--- src/rtl/mandelbrot_pkg.sv ---
// rtl/mandelbrot_pkg.sv - shared fixed-point types, defaults and scheduler states
//
// Purpose : common definitions for the Mandelbrot pixel scheduler slice.
// Contents: default widths, fixed-point typedef fxp_t, FXP_ONE, sched_state_e.
package mandelbrot_pkg;

    localparam int INTEGER_BITS    = 8;
    localparam int FRACTIONAL_BITS = 24;
    localparam int DATA_WIDTH      = INTEGER_BITS + FRACTIONAL_BITS;
    localparam int MAX_ITER_WIDTH  = 16;

    typedef logic signed [DATA_WIDTH-1:0] fxp_t;

    localparam fxp_t FXP_ONE = fxp_t'(1) <<< FRACTIONAL_BITS;

    typedef enum logic [1:0] {
        IDLE  = 2'd0,
        ISSUE = 2'd1,
        WAIT  = 2'd2,
        EMIT  = 2'd3
    } sched_state_e;

endpackage

--- src/rtl/mandelbrot_coord_acc.sv ---
// rtl/mandelbrot_coord_acc.sv - raster col/row counters with fixed-point c accumulators
//
// Purpose : tracks the current pixel (col,row) and its c = (x_acc, y_acc).
//           load_i latches the frame geometry and resets to the top-left pixel;
//           advance_i steps one pixel in raster order (rows go downwards, so
//           y decreases by step on each new row).
// Ports   : clk_i, rst_i (async, active-high)
//           load_i, advance_i            control
//           x_start_i, y_start_i, step_i frame origin and increment (sampled on load_i)
//           width_i, height_i            frame size (sampled on load_i)
//           x_acc_o, y_acc_o             current c
//           col_o, row_o                 current pixel position
//           is_last_o                    current pixel is bottom-right
module mandelbrot_coord_acc #(
    parameter int DATA_WIDTH  = 32,
    parameter int COORD_WIDTH = 11
) (
    input  logic                   clk_i,
    input  logic                   rst_i,
    input  logic                   load_i,
    input  logic                   advance_i,
    input  logic [DATA_WIDTH-1:0]  x_start_i,
    input  logic [DATA_WIDTH-1:0]  y_start_i,
    input  logic [DATA_WIDTH-1:0]  step_i,
    input  logic [COORD_WIDTH-1:0] width_i,
    input  logic [COORD_WIDTH-1:0] height_i,
    output logic [DATA_WIDTH-1:0]  x_acc_o,
    output logic [DATA_WIDTH-1:0]  y_acc_o,
    output logic [COORD_WIDTH-1:0] col_o,
    output logic [COORD_WIDTH-1:0] row_o,
    output logic                   is_last_o
);
    import mandelbrot_pkg::*;

    localparam logic [COORD_WIDTH-1:0] C_ONE = COORD_WIDTH'(1);

    logic [DATA_WIDTH-1:0]  r_x_start;
    logic [DATA_WIDTH-1:0]  r_step;
    logic [COORD_WIDTH-1:0] r_width;
    logic [COORD_WIDTH-1:0] r_height;
    logic [DATA_WIDTH-1:0]  r_x_acc;
    logic [DATA_WIDTH-1:0]  r_y_acc;
    logic [COORD_WIDTH-1:0] r_col;
    logic [COORD_WIDTH-1:0] r_row;
    logic                   w_row_end;

    assign w_row_end = (r_col == r_width - C_ONE);

    always_ff @(posedge clk_i or posedge rst_i) begin
        if (rst_i) begin
            r_x_start <= '0;
            r_step    <= '0;
            r_width   <= '0;
            r_height  <= '0;
            r_x_acc   <= '0;
            r_y_acc   <= '0;
            r_col     <= '0;
            r_row     <= '0;
        end else if (load_i) begin
            r_x_start <= x_start_i;
            r_step    <= step_i;
            r_width   <= width_i;
            r_height  <= height_i;
            r_x_acc   <= x_start_i;
            r_y_acc   <= y_start_i;
            r_col     <= '0;
            r_row     <= '0;
        end else if (advance_i) begin
            if (w_row_end) begin
                r_col   <= '0;
                r_row   <= r_row + C_ONE;
                r_x_acc <= r_x_start;
                r_y_acc <= r_y_acc - r_step;
            end else begin
                r_col   <= r_col + C_ONE;
                r_x_acc <= r_x_acc + r_step;
            end
        end
    end

    assign x_acc_o   = r_x_acc;
    assign y_acc_o   = r_y_acc;
    assign col_o     = r_col;
    assign row_o     = r_row;
    assign is_last_o = w_row_end && (r_row == r_height - C_ONE);

endmodule

--- src/rtl/mandelbrot_pixel_sched.sv ---
// rtl/mandelbrot_pixel_sched.sv - raster pixel scheduler feeding one Mandelbrot core
//
// Purpose : walks a width x height grid, starts the core once per pixel with its
//           c = (x0, y0), waits for done, and emits iteration count + coordinates
//           on a valid/ready stream.
// Ports   : clk_i, rst_i (async, active-high)
//           frame_start_i, width_i, height_i, x_start_i, y_start_i, step_i, max_iter_i
//           core_start_o, core_x0_o, core_y0_o, core_max_iter_o, core_done_i, core_iter_i
//           pix_valid_o, pix_ready_i, pix_iter_o, pix_col_o, pix_row_o, pix_last_o
//           busy_o, frame_done_o
// Option  : MANDEL_SCHED_PERF_EN adds perf_cycles_o, the saturating count of
//           busy cycles of the current/last frame.
module mandelbrot_pixel_sched #(
    parameter int INTEGER_BITS    = mandelbrot_pkg::INTEGER_BITS,
    parameter int FRACTIONAL_BITS = mandelbrot_pkg::FRACTIONAL_BITS,
    parameter int DATA_WIDTH      = INTEGER_BITS + FRACTIONAL_BITS,
    parameter int MAX_ITER_WIDTH  = mandelbrot_pkg::MAX_ITER_WIDTH,
    parameter int COORD_WIDTH     = 11
) (
    input  logic                      clk_i,
    input  logic                      rst_i,
    input  logic                      frame_start_i,
    input  logic [COORD_WIDTH-1:0]    width_i,
    input  logic [COORD_WIDTH-1:0]    height_i,
    input  logic [DATA_WIDTH-1:0]     x_start_i,
    input  logic [DATA_WIDTH-1:0]     y_start_i,
    input  logic [DATA_WIDTH-1:0]     step_i,
    input  logic [MAX_ITER_WIDTH-1:0] max_iter_i,
    output logic                      core_start_o,
    output logic [DATA_WIDTH-1:0]     core_x0_o,
    output logic [DATA_WIDTH-1:0]     core_y0_o,
    output logic [MAX_ITER_WIDTH-1:0] core_max_iter_o,
    input  logic                      core_done_i,
    input  logic [MAX_ITER_WIDTH-1:0] core_iter_i,
    output logic                      pix_valid_o,
    input  logic                      pix_ready_i,
    output logic [MAX_ITER_WIDTH-1:0] pix_iter_o,
    output logic [COORD_WIDTH-1:0]    pix_col_o,
    output logic [COORD_WIDTH-1:0]    pix_row_o,
    output logic                      pix_last_o,
    output logic                      busy_o,
    output logic                      frame_done_o
`ifdef MANDEL_SCHED_PERF_EN
    ,
    output logic [31:0]               perf_cycles_o
`endif
);
    import mandelbrot_pkg::*;

    sched_state_e               r_state;
    logic                       r_busy;
    logic                       r_frame_done;
    logic                       r_core_start;
    logic [MAX_ITER_WIDTH-1:0]  r_max_iter;
    logic                       r_pix_valid;
    logic [MAX_ITER_WIDTH-1:0]  r_pix_iter;
    logic [COORD_WIDTH-1:0]     r_pix_col;
    logic [COORD_WIDTH-1:0]     r_pix_row;
    logic                       r_pix_last;

    logic                       w_accept;
    logic                       w_dims_ok;
    logic                       w_load;
    logic                       w_advance;
    logic [DATA_WIDTH-1:0]      w_x_acc;
    logic [DATA_WIDTH-1:0]      w_y_acc;
    logic [COORD_WIDTH-1:0]     w_col;
    logic [COORD_WIDTH-1:0]     w_row;
    logic                       w_is_last;

    // A new frame is only taken while idle; requests during a frame are dropped.
    assign w_accept  = frame_start_i && !r_busy && (r_state == IDLE);
    assign w_dims_ok = (width_i != '0) && (height_i != '0);
    // Empty frames never touch the accumulators, so core_x0/y0 stay put.
    assign w_load    = w_accept && w_dims_ok;
    assign w_advance = (r_state == EMIT) && pix_ready_i && !r_pix_last;

    mandelbrot_coord_acc #(
        .DATA_WIDTH  (DATA_WIDTH),
        .COORD_WIDTH (COORD_WIDTH)
    ) u_coord_acc (
        .clk_i     (clk_i),
        .rst_i     (rst_i),
        .load_i    (w_load),
        .advance_i (w_advance),
        .x_start_i (x_start_i),
        .y_start_i (y_start_i),
        .step_i    (step_i),
        .width_i   (width_i),
        .height_i  (height_i),
        .x_acc_o   (w_x_acc),
        .y_acc_o   (w_y_acc),
        .col_o     (w_col),
        .row_o     (w_row),
        .is_last_o (w_is_last)
    );

    // core_start is raised on the edge that enters ISSUE, and the accumulators
    // update on that same edge, so x0/y0 are already valid for the whole start
    // cycle and only change again at the next ISSUE entry.
    always_ff @(posedge clk_i or posedge rst_i) begin
        if (rst_i) begin
            r_state      <= IDLE;
            r_busy       <= 1'b0;
            r_frame_done <= 1'b0;
            r_core_start <= 1'b0;
            r_max_iter   <= '0;
            r_pix_valid  <= 1'b0;
            r_pix_iter   <= '0;
            r_pix_col    <= '0;
            r_pix_row    <= '0;
            r_pix_last   <= 1'b0;
        end else begin
            r_frame_done <= 1'b0;
            r_core_start <= 1'b0;
            case (r_state)
                IDLE: begin
                    if (r_busy) begin
                        // Empty frame: one busy cycle, then the done pulse.
                        r_busy       <= 1'b0;
                        r_frame_done <= 1'b1;
                    end else if (w_accept) begin
                        r_busy     <= 1'b1;
                        r_max_iter <= max_iter_i;
                        if (w_dims_ok) begin
                            r_state      <= ISSUE;
                            r_core_start <= 1'b1;
                        end
                    end
                end
                ISSUE: begin
                    r_state <= WAIT;
                end
                WAIT: begin
                    // The core dropped done on the edge that took start, so a
                    // high level here belongs to the current pixel.
                    if (core_done_i) begin
                        r_pix_iter  <= core_iter_i;
                        r_pix_col   <= w_col;
                        r_pix_row   <= w_row;
                        r_pix_last  <= w_is_last;
                        r_pix_valid <= 1'b1;
                        r_state     <= EMIT;
                    end
                end
                EMIT: begin
                    if (pix_ready_i) begin
                        r_pix_valid <= 1'b0;
                        if (r_pix_last) begin
                            r_state      <= IDLE;
                            r_busy       <= 1'b0;
                            r_frame_done <= 1'b1;
                        end else begin
                            r_state      <= ISSUE;
                            r_core_start <= 1'b1;
                        end
                    end
                end
                default: begin
                    r_state <= IDLE;
                end
            endcase
        end
    end

    assign core_start_o    = r_core_start;
    assign core_x0_o       = w_x_acc;
    assign core_y0_o       = w_y_acc;
    assign core_max_iter_o = r_max_iter;
    assign pix_valid_o     = r_pix_valid;
    assign pix_iter_o      = r_pix_iter;
    assign pix_col_o       = r_pix_col;
    assign pix_row_o       = r_pix_row;
    assign pix_last_o      = r_pix_last;
    assign busy_o          = r_busy;
    assign frame_done_o    = r_frame_done;

`ifdef MANDEL_SCHED_PERF_EN
    logic [31:0] r_perf_cycles;

    always_ff @(posedge clk_i or posedge rst_i) begin
        if (rst_i) begin
            r_perf_cycles <= '0;
        end else if (w_accept) begin
            r_perf_cycles <= '0;
        end else if (r_busy && (r_perf_cycles != '1)) begin
            r_perf_cycles <= r_perf_cycles + 32'd1;
        end
    end

    assign perf_cycles_o = r_perf_cycles;
`endif

endmodule

--- config.mk ---
export PLATFORM = sky130hd
export DESIGN_NAME = mandelbrot_pixel_sched
export DESIGN_NICKNAME = d
export VERILOG_FILES = /design/src/rtl/mandelbrot_pkg.sv /design/src/rtl/mandelbrot_coord_acc.sv /design/src/rtl/mandelbrot_pixel_sched.sv
export SDC_FILE = /design/constraint.sdc
export NUM_CORES = 1
export LEC_CHECK = 0
export BUFFER_PORTS_ARGS = -buffer_cell sky130_fd_sc_hd__buf_2
export CORE_MARGIN = 3
export CORE_UTILIZATION = 27
export DETAILED_ROUTE_END_ITERATION = 8
export HOLD_SLACK_MARGIN = 0.02
export PLACE_DENSITY = 0.56
export SLEW_MARGIN = 20
export SYNTH_ARGS = -nofsm -noshare
export SYNTH_HDL_FRONTEND = slang
export SYNTH_SLANG_ARGS = --single-unit
--- constraint.sdc ---
create_clock -name clk_i -period 7.5 [get_ports clk_i]
set_input_delay 0.75 -clock clk_i [delete_from_list [all_inputs] [get_ports clk_i]]
set_output_delay 0.75 -clock clk_i [all_outputs]
set_load 0.02 [all_outputs]
# ---- Word-level counts from Yosys, hierarchy flattened
# Index checks and enable logic that the tools add are counted.
dict set report op_classes {
  eq_ne 11
  n_addsub 6
  reduce_logical 22
  n_mux 37
  bitwise 1
}
# op n
set ops {}
lappend ops {{$mux 32} 6}
lappend ops {{$mux 11} 6}
lappend ops {{$add 32x32->32} 1}
lappend ops {{$sub 32x32->32} 1}
lappend ops {{$add 11x1->11 const B} 2}
lappend ops {{$eq 11x11->1} 2}
lappend ops {{$reduce_bool 11->1} 2}
lappend ops {{$sub 11x1->11 const B} 2}
lappend ops {{$mux 1} 15}
lappend ops {{$ne 2x2->1 const B} 6}
lappend ops {{$mux 2} 5}
lappend ops {{$reduce_and 3->1} 3}
lappend ops {{$pmux 1 s2} 4}
lappend ops {{$pmux 2 s4} 1}
lappend ops {{$reduce_bool 2->1} 4}
lappend ops {{$logic_and 1x1->1} 7}
lappend ops {{$reduce_and 5->1} 1}
lappend ops {{$eq 2x2->1 const B} 2}
lappend ops {{$reduce_and 2->1} 2}
lappend ops {{$eq 2x1->1 const B} 1}
lappend ops {{$logic_not 1->1} 2}
lappend ops {{$logic_not 2->1} 1}
lappend ops {{$not 1->1} 1}
dict set report word_totals {
  word_cells 95
  out_inout_bits 123
  ff_bits 233
  input_bits 155
}

# ---- Depth between registers and ports, before layout
dict set report depth {
  depth_word 6
  depth_mapped 13
  depth_no_buf 13
}

# ---- Hierarchy
# Synthesis repeated with hierarchy kept, for this count alone.
dict set report hier_totals {
  cells_unflattened 1463
  area_unflattened_um2 13700.6
}
# module cells_each seq_area_each_um2 area_each_um2 n_inst
set by_module_without_submodules {}
lappend by_module_without_submodules {mandelbrot_coord_acc 1290 4304.1 11170.7 1}
lappend by_module_without_submodules {mandelbrot_pixel_sched 173 1526.5 2529.9 1}

# ---- Worst setup path after synthesis
# No wires, ideal clock.
dict set report synth_path {
  path_kind {register to register}
  start {register u_coord_acc.r_x_acc[4], in the netlist u_coord_acc.x_acc_o[4]}
  end {register u_coord_acc.r_x_acc[30], in the netlist u_coord_acc.x_acc_o[30]}
  path_stages_with_launch 12
  synth_period_minus_slack_ns 3.008
  setup_ns 0.141
  t_required_ns 7.359
  path_slack_ns 4.492
  path_buffers 0
  arrival_time_ns 2.867
  path_cell_list {dfrtp_1 ha_1 a2111oi_1 o21ai_0 a31oi_1 a21oi_1 o21ai_1 o31ai_1 a311o_1 a21oi_1 xor2_1 a21oi_1}
}
dict set report synth_between {
  elab_chain_len 4
}
# element line_no
set synth_lines {}
lappend synth_lines {{start, declared} mandelbrot_coord_acc.sv:41} ;# logic [DATA_WIDTH-1:0] r_x_acc;
lappend synth_lines {{start signal, assigned} mandelbrot_coord_acc.sv:64} ;# r_x_acc <= x_start_i;
lappend synth_lines {{start signal, assigned} mandelbrot_coord_acc.sv:72} ;# r_x_acc <= r_x_start;
lappend synth_lines {{start signal, assigned} mandelbrot_coord_acc.sv:76} ;# r_x_acc <= r_x_acc + r_step;
lappend synth_lines {{$add 32x32->32} mandelbrot_coord_acc.sv:76}
lappend synth_lines {{$mux 32} mandelbrot_coord_acc.sv:69} ;# if (w_row_end) begin
lappend synth_lines {{$mux 32} mandelbrot_coord_acc.sv:68} ;# end else if (advance_i) begin
lappend synth_lines {{$mux 32} mandelbrot_coord_acc.sv:59} ;# end else if (load_i) begin
# No other way between the ends. The select of a mux whose other input is x is not followed.
# A chain may end at the register's enable or synchronous reset.

# ---- Final worst setup path
dict set report layout_path {
  start {register u_coord_acc.r_width[0]}
  end {register u_coord_acc.r_y_acc[16], in the netlist u_coord_acc.y_acc_o[16]}
}
dict set report layout_between {
  elab_chain_len 4
}
# element line_no
set layout_lines {}
lappend layout_lines {{start, declared} mandelbrot_coord_acc.sv:39} ;# logic [COORD_WIDTH-1:0] r_width;
lappend layout_lines {{start signal, assigned} mandelbrot_coord_acc.sv:62} ;# r_width <= width_i;
lappend layout_lines {{$sub 11x1->11} mandelbrot_coord_acc.sv:47} ;# assign w_row_end = (r_col == r_width - C_ONE);
lappend layout_lines {{$eq 11x11->1} mandelbrot_coord_acc.sv:47}
lappend layout_lines {{$reduce_bool 2->1 (no line)} -}
lappend layout_lines {{$reduce_and 2->1 (no line)} -}
lappend layout_lines {{end signal, assigned} mandelbrot_coord_acc.sv:65} ;# r_y_acc <= y_start_i;
lappend layout_lines {{end signal, assigned} mandelbrot_coord_acc.sv:73} ;# r_y_acc <= r_y_acc - r_step;
lappend layout_lines {{end, declared} mandelbrot_coord_acc.sv:42} ;# logic [DATA_WIDTH-1:0] r_y_acc;
# No other way between the ends.

==> reports/qor.yml <==
cp-end-kind: "flip-flop"
cts_setup_buffers: 0
wl_per_cell_um: 17.9
ctsResizeCount: 0
core-area_um2: 49100
die_h_um: 229
p_per_area_nw_per_um2: 510
root_buffer: "clkbuf_16"
drtIter0Drc: 784
yosys_register_bits: 233
yosysWarnings: 0
place_congestion: 0.880
relSlewSlack_pct: 29.6
cts_hold_buf: 0
whs_ns: 0.303
status: "finished clean"
cp.required_ns: 7.90
start_util_pct: 27.4
dieArea_um2: 52400
post-place-ws_ns: 3.47
path_max_fanout: 26
synthDistinctLibCells: 70
yosys.area.top_type: "dfrtp_1"
max_cap_viol_count: 0
worstPathArrival_ns: 4.36
syn_inst: 1515
ir_worst_vdd_mv: 0.205
clockBufferDepth: 3
track_usage_pct: 16.4
setup-tns-final_ns: 0
antenna_found_initial: 3
cts_inserted_buffers: 30
tightest_slew_ns: 1.06
drc: 0
layout_common_cells: "nand2_1, buf_2, dfrtp_1"
cp_top_family: "simple AND/OR/NAND/NOR gates"
avgSynthCellArea_um2: 8.86
finalMaxSlewViolations: 0
rsz0062_at_grt: "no"
cts_tree: "yes"
crit_slowest_cell: "and2_1"
power_w: 0.00841
layout_min_cycle_time_ns: 3.97
num-nets-final: 1989
synth_top_cell_area_share_pct: 43.5
fillerInstances: 5141
path_cells: "inv_1, ha_1, or4b_4, nor4_2, xnor2_1, a311oi_2, and3_2, and2_1, mux2i_1, a21oi_1"
setup_viol: 0
syn_to_final_growth_pct: 23.0
antenna_cells: 0
clkTransAtPathRegs_ns: 0.06
placementRows: 81
drt_pre_antenna_iters: 5
clock_latency_ns: 0.59
layout_commonest_cell: "nand2_1"
finalCritPeriodShare_pct: 52.9
grt-ovfl-total: 0
grt_pass1_vias: 12033
cellLeakagePower_nw: 7.95
grt_pass1_wl_mm: 69.1
num_vias: 11969
synthTopCellsByArea: "dfrtp_1, nand2_1, ha_1, mux2_2, o21ai_0"
syn_area_um2: 13400
cts_num_sinks: 233
dp_hpwl_mm: 31.7
fmax_mhz: 252
path_buf_inv: 1
synth_ff_type: "dfrtp_1"
fin_ws_ns: 3.53
fp.dieW_um: 229
syn_nets: 1741
synthArstFlopShare_pct: 100
final.setup_skew_ns: 0.0339
vias_per_cell: 4.89
crit_path_start_kind: "flip-flop"
h-tree-depth: 1
final_hold_viol_count: 0
synth_edf_count: 0
cpPeakStageDelay_ns: 0.92
portBuffers: 277
grt_max_degree: 194
drtAntennaViolNets: 0
hold_class: "input port to async pin"
drive_gt1_share_pct: 22.8
finalWirelength_mm: 43.8
ios: 278
crit_type: "flip-flop to flip-flop"
synth-seq-area-share_pct: 43.5
r2r_setup_slack_ns: 3.53
[flip-flops by register name, indices dropped and copies added, names as in the netlist, 16 cells and up]
signal,flops
u_coord_acc.y_acc_o,32
u_coord_acc.x_acc_o,32
u_coord_acc.r_step,32
core_max_iter_o,16
pix_iter_o,16
u_coord_acc.r_x_start,32
[metal layers]
layer	vias up	part of all wire [%]	GRT usage, %
li1	5782	-	-
met1	5773	46	22.6
met2	357	45	26.8
met3	51	7.0	3.83
met4	6	1.6	2.76
met5	-	0.073	0
[cell families after synthesis]
family / share of synthesized area [%]
AND/OR/NAND/NOR: 18.7
AO/OA/AOI/OAI: 17.1
flip-flops: 43.5
buffers and inverters: 3.57
XOR/XNOR: 5.09
adder cells (fa/ha/maj): 6.73
multiplexers: 5.33
[report_power, final]
group / internal (W) / switching [W]
Sequential: 0.00177 / 0.000431
Clock: 0.000918 / 0.000584
Combinational: 0.00190 / 0.00281
Total: 0.00459 / 0.00382
[per-stage QoR]
stage	cells	area, um2	utilization (%)
CTS	2450	16500	33.6
finish	2450	16500	33.6
floorplan	1515	13400	-
global route	2450	16500	33.6
global placement	2395	15500	31.5
detailed placement	2395	15500	31.5
[path summary, 6_finish.rpt]
check	start	end	depth (start not counted)
min in group clk_i	x_start_i[28]	u_coord_acc.r_x_start[28]$_DFFE_PP0N_	3
min reg2reg	u_coord_acc.r_x_start[19]$_DFFE_PP0N_	u_coord_acc.r_x_start[19]$_DFFE_PP0N_	2
max in group asynchronous	rst_i	u_coord_acc.y_acc_o[14]$_DFFE_PP0P_	3
min	rst_i	pix_iter_o[11]$_DFFE_PP0P_	2
max reg2reg	u_coord_acc.r_width[0]$_DFFE_PP0N_	u_coord_acc.y_acc_o[16]$_DFFE_PP0P_	10
max	u_coord_acc.r_width[0]$_DFFE_PP0N_	u_coord_acc.y_acc_o[16]$_DFFE_PP0P_	10
[layout make-up]
type | count | area, um2 | area share (%)
Clock inverter | 9 | 148 | 0.895
Multi-Input combinational cell | 1158 | 7120 | 43.2
Clock buffer | 46 | 891 | 5.40
Inverter | 53 | 206 | 1.25
Tap cell | 664 | 831 | 5.03
Timing Repair Buffer | 287 | 1470 | 8.93
Sequential cell | 233 | 5830 | 35.3
[synthesized netlist by cell type (8+ instances only)]
library cell / number
a21o_1: 27
o31ai_1: 13
o211ai_1: 10
or3_1: 12
nor2_1: 110
nor3b_1: 8
mux2_2: 52
ha_1: 69
nand4_1: 13
o21ai_0: 109
nor3_1: 20
a31oi_1: 23
buf_2: 8
nand2b_1: 14
buf_1: 12
nor2b_1: 8
nand3_1: 36
a21oi_1: 108
mux2i_1: 13
xor2_1: 28
a211oi_1: 16
nand2_1: 299
o21a_1: 8
inv_1: 53
clkbuf_1: 50
xnor2_1: 50
dfrtp_1: 233
o21bai_1: 10
o21ai_1: 9
and3_1: 21
Power figures use the tool's default switching activity.
